**src/rtl/m_cache_nway.sv**
```systemverilog
// N-way set-associative read-only instruction cache (1-word lines) with miss refill FSM and flush.
// Optional hit/miss counters (r_hits, r_misses) are built only when CACHE_STAT_EN is defined.
module m_cache_nway #(
    parameter int WAYS = 2,
    parameter int SETS = 32,
    localparam int IB = $clog2(SETS)
) (
    input  logic        w_clk,
    input  logic        w_rst,
    input  logic        w_req,
    input  logic [31:0] w_adr,
    output logic        w_rdy,
    output logic [31:0] w_dout,
    output logic        w_busy,
    input  logic        w_inv,
    output logic        w_mre,
    output logic [31:0] w_madr,
    input  logic        w_moe,
    input  logic [31:0] w_mdata
`ifdef CACHE_STAT_EN
    ,
    output logic [31:0] r_hits,
    output logic [31:0] r_misses
`endif
);

    localparam int TW = 30 - IB;
    localparam int WB = (WAYS > 1) ? $clog2(WAYS) : 1;

    typedef enum logic [1:0] {
        IDLE,
        MISS,
        FILL
    } state_t;

    state_t state_q, state_d;

    logic [WAYS-1:0] valid_q [SETS];
    logic [TW-1:0]   tag_q   [WAYS][SETS];
    logic [31:0]     data_q  [WAYS][SETS];

    logic [31:0] madr_q;
    logic [31:0] fill_q;
    logic        pend_inv_q;

    logic [IB-1:0] req_idx, miss_idx;
    logic [TW-1:0] req_tag, miss_tag;
    logic          hit;
    logic [31:0]   hit_data;
    logic          inv_found;
    logic [WB-1:0] victim, rr_way;
    logic          flush_now;
    logic          start_miss;
    logic [1:0]    unused_adr;

    assign req_idx    = w_adr[IB+1:2];
    assign req_tag    = w_adr[31:IB+2];
    assign miss_idx   = madr_q[IB+1:2];
    assign miss_tag   = madr_q[31:IB+2];
    assign unused_adr = w_adr[1:0];

    // Descending scan so the lowest matching way is the one left standing.
    always_comb begin
        hit      = 1'b0;
        hit_data = '0;
        for (int w = WAYS - 1; w >= 0; w--) begin
            if (valid_q[req_idx][w] && (tag_q[w][req_idx] == req_tag)) begin
                hit      = 1'b1;
                hit_data = data_q[w][req_idx];
            end
        end
    end

    // Prefer the lowest invalid way; fall back to the set's round-robin pointer.
    always_comb begin
        inv_found = 1'b0;
        victim    = rr_way;
        for (int w = WAYS - 1; w >= 0; w--) begin
            if (!valid_q[miss_idx][w]) begin
                inv_found = 1'b1;
                victim    = WB'(w);
            end
        end
    end

    assign start_miss = (state_q == IDLE) && w_req && !hit;
    assign flush_now  = ((state_q == IDLE) && w_inv) ||
                        ((state_q == FILL) && (pend_inv_q || w_inv));

    always_comb begin
        state_d = state_q;
        case (state_q)
            IDLE:    if (start_miss) state_d = MISS;
            MISS:    if (w_moe) state_d = FILL;
            FILL:    state_d = IDLE;
            default: state_d = IDLE;
        endcase
    end

    always_ff @(posedge w_clk) begin
        if (w_rst) state_q <= IDLE;
        else       state_q <= state_d;
    end

    always_ff @(posedge w_clk) begin
        if (w_rst) begin
            madr_q     <= '0;
            pend_inv_q <= 1'b0;
        end else begin
            if (start_miss) madr_q <= {w_adr[31:2], 2'b00};
            if (state_q == IDLE) pend_inv_q <= 1'b0;
            else if (w_inv)      pend_inv_q <= 1'b1;
        end
    end

    always_ff @(posedge w_clk) begin
        if (!w_rst && (state_q == MISS) && w_moe) fill_q <= w_mdata;
    end

    // A flush pending at the end of a fill wins, so the just-fetched line is dropped.
    always_ff @(posedge w_clk) begin
        if (w_rst || flush_now) begin
            for (int s = 0; s < SETS; s++) valid_q[s] <= '0;
        end else if (state_q == FILL) begin
            valid_q[miss_idx][victim] <= 1'b1;
        end
    end

    always_ff @(posedge w_clk) begin
        if (!w_rst && (state_q == FILL)) begin
            tag_q[victim][miss_idx]  <= miss_tag;
            data_q[victim][miss_idx] <= fill_q;
        end
    end

    generate
        if (WAYS > 1) begin : g_rr
            logic [WB-1:0] ptr_q [SETS];
            always_ff @(posedge w_clk) begin
                if (w_rst || flush_now) begin
                    for (int s = 0; s < SETS; s++) ptr_q[s] <= '0;
                end else if ((state_q == FILL) && !inv_found) begin
                    ptr_q[miss_idx] <= ptr_q[miss_idx] + 1'b1;
                end
            end
            assign rr_way = ptr_q[miss_idx];
        end else begin : g_dm
            assign rr_way = '0;
        end
    endgenerate

    assign w_rdy  = w_req && hit && (state_q == IDLE);
    assign w_dout = hit_data;
    assign w_busy = (state_q != IDLE);
    assign w_mre  = (state_q == MISS);
    assign w_madr = madr_q;

`ifdef CACHE_STAT_EN
    always_ff @(posedge w_clk) begin
        if (w_rst) begin
            r_hits   <= '0;
            r_misses <= '0;
        end else begin
            if (w_rdy)      r_hits   <= r_hits + 32'd1;
            if (start_miss) r_misses <= r_misses + 32'd1;
        end
    end
`endif

endmodule

```
**config.mk**
```make
export PLATFORM = sky130hd
export DESIGN_NAME = m_cache_nway
export DESIGN_NICKNAME = d
export VERILOG_FILES = /design/src/rtl/m_cache_nway.sv
export SDC_FILE = /design/constraint.sdc
export NUM_CORES = 2
export LEC_CHECK = 0
export CAP_MARGIN = 10
export CORE_ASPECT_RATIO = 1.25
export CORE_UTILIZATION = 60
export CTS_CLUSTER_DIAMETER = 200
export DETAILED_ROUTE_END_ITERATION = 7
export GPL_ROUTABILITY_DRIVEN = 0
export PLACE_DENSITY = 0.81
export SLEW_MARGIN = 30
export SYNTH_ARGS = -nofsm -noshare
export SYNTH_HDL_FRONTEND = slang
export SYNTH_SLANG_ARGS = --single-unit
export TNS_END_PERCENT = 5
```
**constraint.sdc**
```tcl
create_clock -name w_clk -period 6.95 [get_ports w_clk]
set_input_delay 0.695 -clock w_clk [delete_from_list [all_inputs] [get_ports w_clk]]
set_output_delay 0.695 -clock w_clk [all_outputs]
set_load 0.01 [all_outputs]
```
==> impl_metrics.json <==
{
  "status": "finished with violations",
  "violations": "design-rule violations, negative setup slack",
  "final_net_count": 7019,
  "worstHoldEndpoint": "fill_q[1]",
  "layout_overhead_on_the_synthesized_area_pct": 13.0,
  "power.share.sequential_pct": 53.1,
  "cts.htree.levels": 5,
  "switching_share_pct": 22.1,
  "cpMostUsedCell": "buf_12",
  "post-synth-top-area-fraction_pct": 75.6,
  "layout_setup_ws_ns": -0.103,
  "global_route.usage.total_pct": 37.9,
  "totalWireLength_um": 470000,
  "clock_group_share_of_total_power_pct": 42.1,
  "p_switching_uw": 10500,
  "drt_first_iter_violations": 16153,
  "critical_path.startpoint_type": "input port",
  "initial_core_util_pct": 60.3,
  "design_power_uw": 47500,
  "crit_arrival_ns": 6.36,
  "post-route-drc-count": 9,
  "cts_tree": "built",
  "placement.io_buffers": 131,
  "grt_antenna_before_repair": 31,
  "post_synth.cell_area_avg_um2": 22.7,
  "static-leakage-power_uw": 0.0532,
  "floorplan.die_area_um2": 248000,
  "place_worst_setup_slack_ns": 0.169,
  "yosys.area.top_type": "edfxtp_1",
  "vias_per_cell": 7.64,
  "criticalPathCategory": "input port to output pin",
  "drt_pre_antenna_iters": 8,
  "path_max_fanout": 52,
  "cts_inserted_buffers": 359,
  "timing.clock.skew_ns": 0.0791,
  "drt.antenna.violating_nets": 0,
  "power.density_nw_per_um2": 286,
  "min_delay_path_depth": 1,
  "synthArstFlopShare_pct": 0,
  "post_cts_hold_buffer_count": 0,
  "grt_start_max_net_pins": 132,
  "cts_buffer_depth": 4,
  "grt_pass1_wl_um": 640000,
  "crit_path_slowest_cell": "a32oi_1",
  "io_pins": 136,
  "r2r_end": "data_q[0][195]",
  "first_global_vias": 80462,
  "finalMaxSlewViolations": 0,
  "finalHoldViolations": 0,
  "cap_viol_max_count": 0,
  "clk_latency_ns": 0.94,
  "rows": 203,
  "rsz_0062_raised_after_global_routing": "false",
  "maxClockFrequency_ghz": 0.142,
  "max_slew_headroom_pct": 25.9,
  "timing.final.crit_share_pct": 101,
  "synth_edf_count": 3712,
  "clock_tree.root_cell": "clkbuf_16",
  "clk_transition_reported_paths_ns": 0.07,
  "yosys.cell_types.count": 76,
  "netlist_top_cells_area": "edfxtp_1 76%, mux4_2 16%, mux2i_1 1.5%",
  "crit_required_ns": 6.25,
  "final_layout_size_suffix_gt1_share_pct": 28.0,
  "most-common-layout-cells": "3712 x edfxtp_1, 1027 x mux4_2, 365 x clkbuf_16",
  "placeableCoreArea_um2": 244000,
  "detailedPlacementHpwl_um": 228000,
  "synth.ff_latch_count": 3814,
  "route.detailed.wl_per_inst_um": 44.5,
  "internal_power_uw": 37000,
  "hp-class": "input port to register",
  "start_point_of_the_worst_hold_path": "w_mdata[1]",
  "critical-path-max-stage-delay_ns": 0.72,
  "combinationalPowerShare_pct": 4.8,
  "dieHeight_um": 556,
  "period_minus_slack_ns": 7.05,
  "synth_cell_area_um2": 147000,
  "synthesis.instances": 6483,
  "worstRegToRegCells": 10,
  "irDropWorstVdd_uv": 291,
  "most_frequent_standard_cell_in_the_layout_excluding_fill_and_tap_cells": "edfxtp_1",
  "worst-r2r-setup-slack_ns": 1.16,
  "tightestPinTransition_ns": 1.11,
  "synth-warning-count": 0,
  "ys_dominant_reg_cell": "edfxtp_1",
  "holdWs_ns": 0.338,
  "die_w_um": 445,
  "setup_viol": 5,
  "critPathCaptureType": "output pin",
  "tritoncts_num_sinks": 3814,
  "sequential_fraction_of_the_synthesis_area_pct": 77.0,
  "grt_overflow_total": 0,
  "via_total_after_detailed_routing": 80579,
  "critical_path_cell_by_cell": "buf_8 > buf_12 > buf_4 > mux4_2 > mux2i_1 > a32oi_1 > o221ai_1 > xnor2_1 > nor4_1 > nand4_4 > buf_12 > a211o_1 > o21ai_0 > clkdlybuf4s50_1"
}
[routing by layer]
metal,wire length [µm],vias to the layer above,track usage (%)
li1,-,28483,-
met1,135000,40474,45.5
met2,220000,9280,58.5
met3,73700,2314,12.3
met4,40900,28,26.9
met5,207,-,0
[power groups by stage]
stage	clock (µW)	combinational, µW	sequential, µW
2_1_floorplan	0	1300	25800
3_3_place_gp	0	2040	25700
3_5_place_dp	0	2100	25700
4_1_cts	19900	2190	25200
5_1_grt	20700	2290	25200
6_report	20000	2270	25200
[final cells by class]
type / count / area, µm²
antenna: 19 / 47.5
fill: 13418 / 77900
timing repair buffer: 475 / 4920
multi-input combinational: 2289 / 32200
clock buffer: 439 / 9440
tap: 3280 / 4100
sequential: 3814 / 114000
clock inverter: 214 / 2070
inverter: 11 / 56.3
[what timing repair did]
item,CTS,global route
setup buffers,0,3
resized for setup,1,7
endpoints found under the setup margin,1,33
pin swaps,0,1
[worst max path at each step]
stage,from,end,slack [ns],depth (start not counted)
global placement,w_adr[4],w_rdy,0.17,13
detailed placement,w_adr[4],w_dout[27],0.17,12
floorplan,register,data_q[1][0],1.02,11
global route,w_adr[4],w_dout[25],0.08,15
CTS,w_adr[5],w_dout[6],0.03,14
finish,w_adr[4],w_dout[27],-0.10,14
[Yosys cell counts, types with 44 or more instances]
cell      count
mux2i_1     217
buf_1        44
buf_2       113
o22ai_1      62
nand2b_1     68
o21ai_0      78
edfxtp_1   3712
clkbuf_1    134
a22o_1       74
nand2_1     175
dfxtp_1     102
mux4_2     1027
nor2_1      164
[kinds of logic after synthesis]
logic type	share of synthesized area, %
flip-flops	77.0
multiplexers	17.3
AND/OR/NAND/NOR	1.68
buffers and inverters	1.47
AO/OA/AOI/OAI	2.13
other	0.00254
XOR/XNOR	0.345
[state kept, by name, summed over array words and instances (netlist names), named ones only]
name	flops
fill_q	32
pend_inv_q	1
w_madr	30
valid_q	64
data_q	2048
tag_q	1600
state_q	2
g_rr.ptr_q	32
[critical path: cells and delay by family]
kind	cells	cell delay, ns
and+or+nand+nor	2	0.69
AOI/OAI and AO/OA	4	1.79
muxes	2	0.45
xor gates and xnor gates	1	0.33
buffers and inverters	5	2.15
[metrics by stage]
stage | util, % | instance area [µm²] | setup TNS, ns | std cells
6_report | 68.1 | 166000 | -0.378 | 10541
5_1_grt | 68.1 | 166000 | 0 | 10529
4_1_cts | 68.0 | 166000 | 0 | 10515
3_5_place_dp | 63.3 | 155000 | 0 | 9862
3_3_place_gp | 63.2 | 154000 | 0 | 9856
2_1_floorplan | - | 147000 | 0 | 6484
No activity file was read; power rests on OpenSTA's default activity.
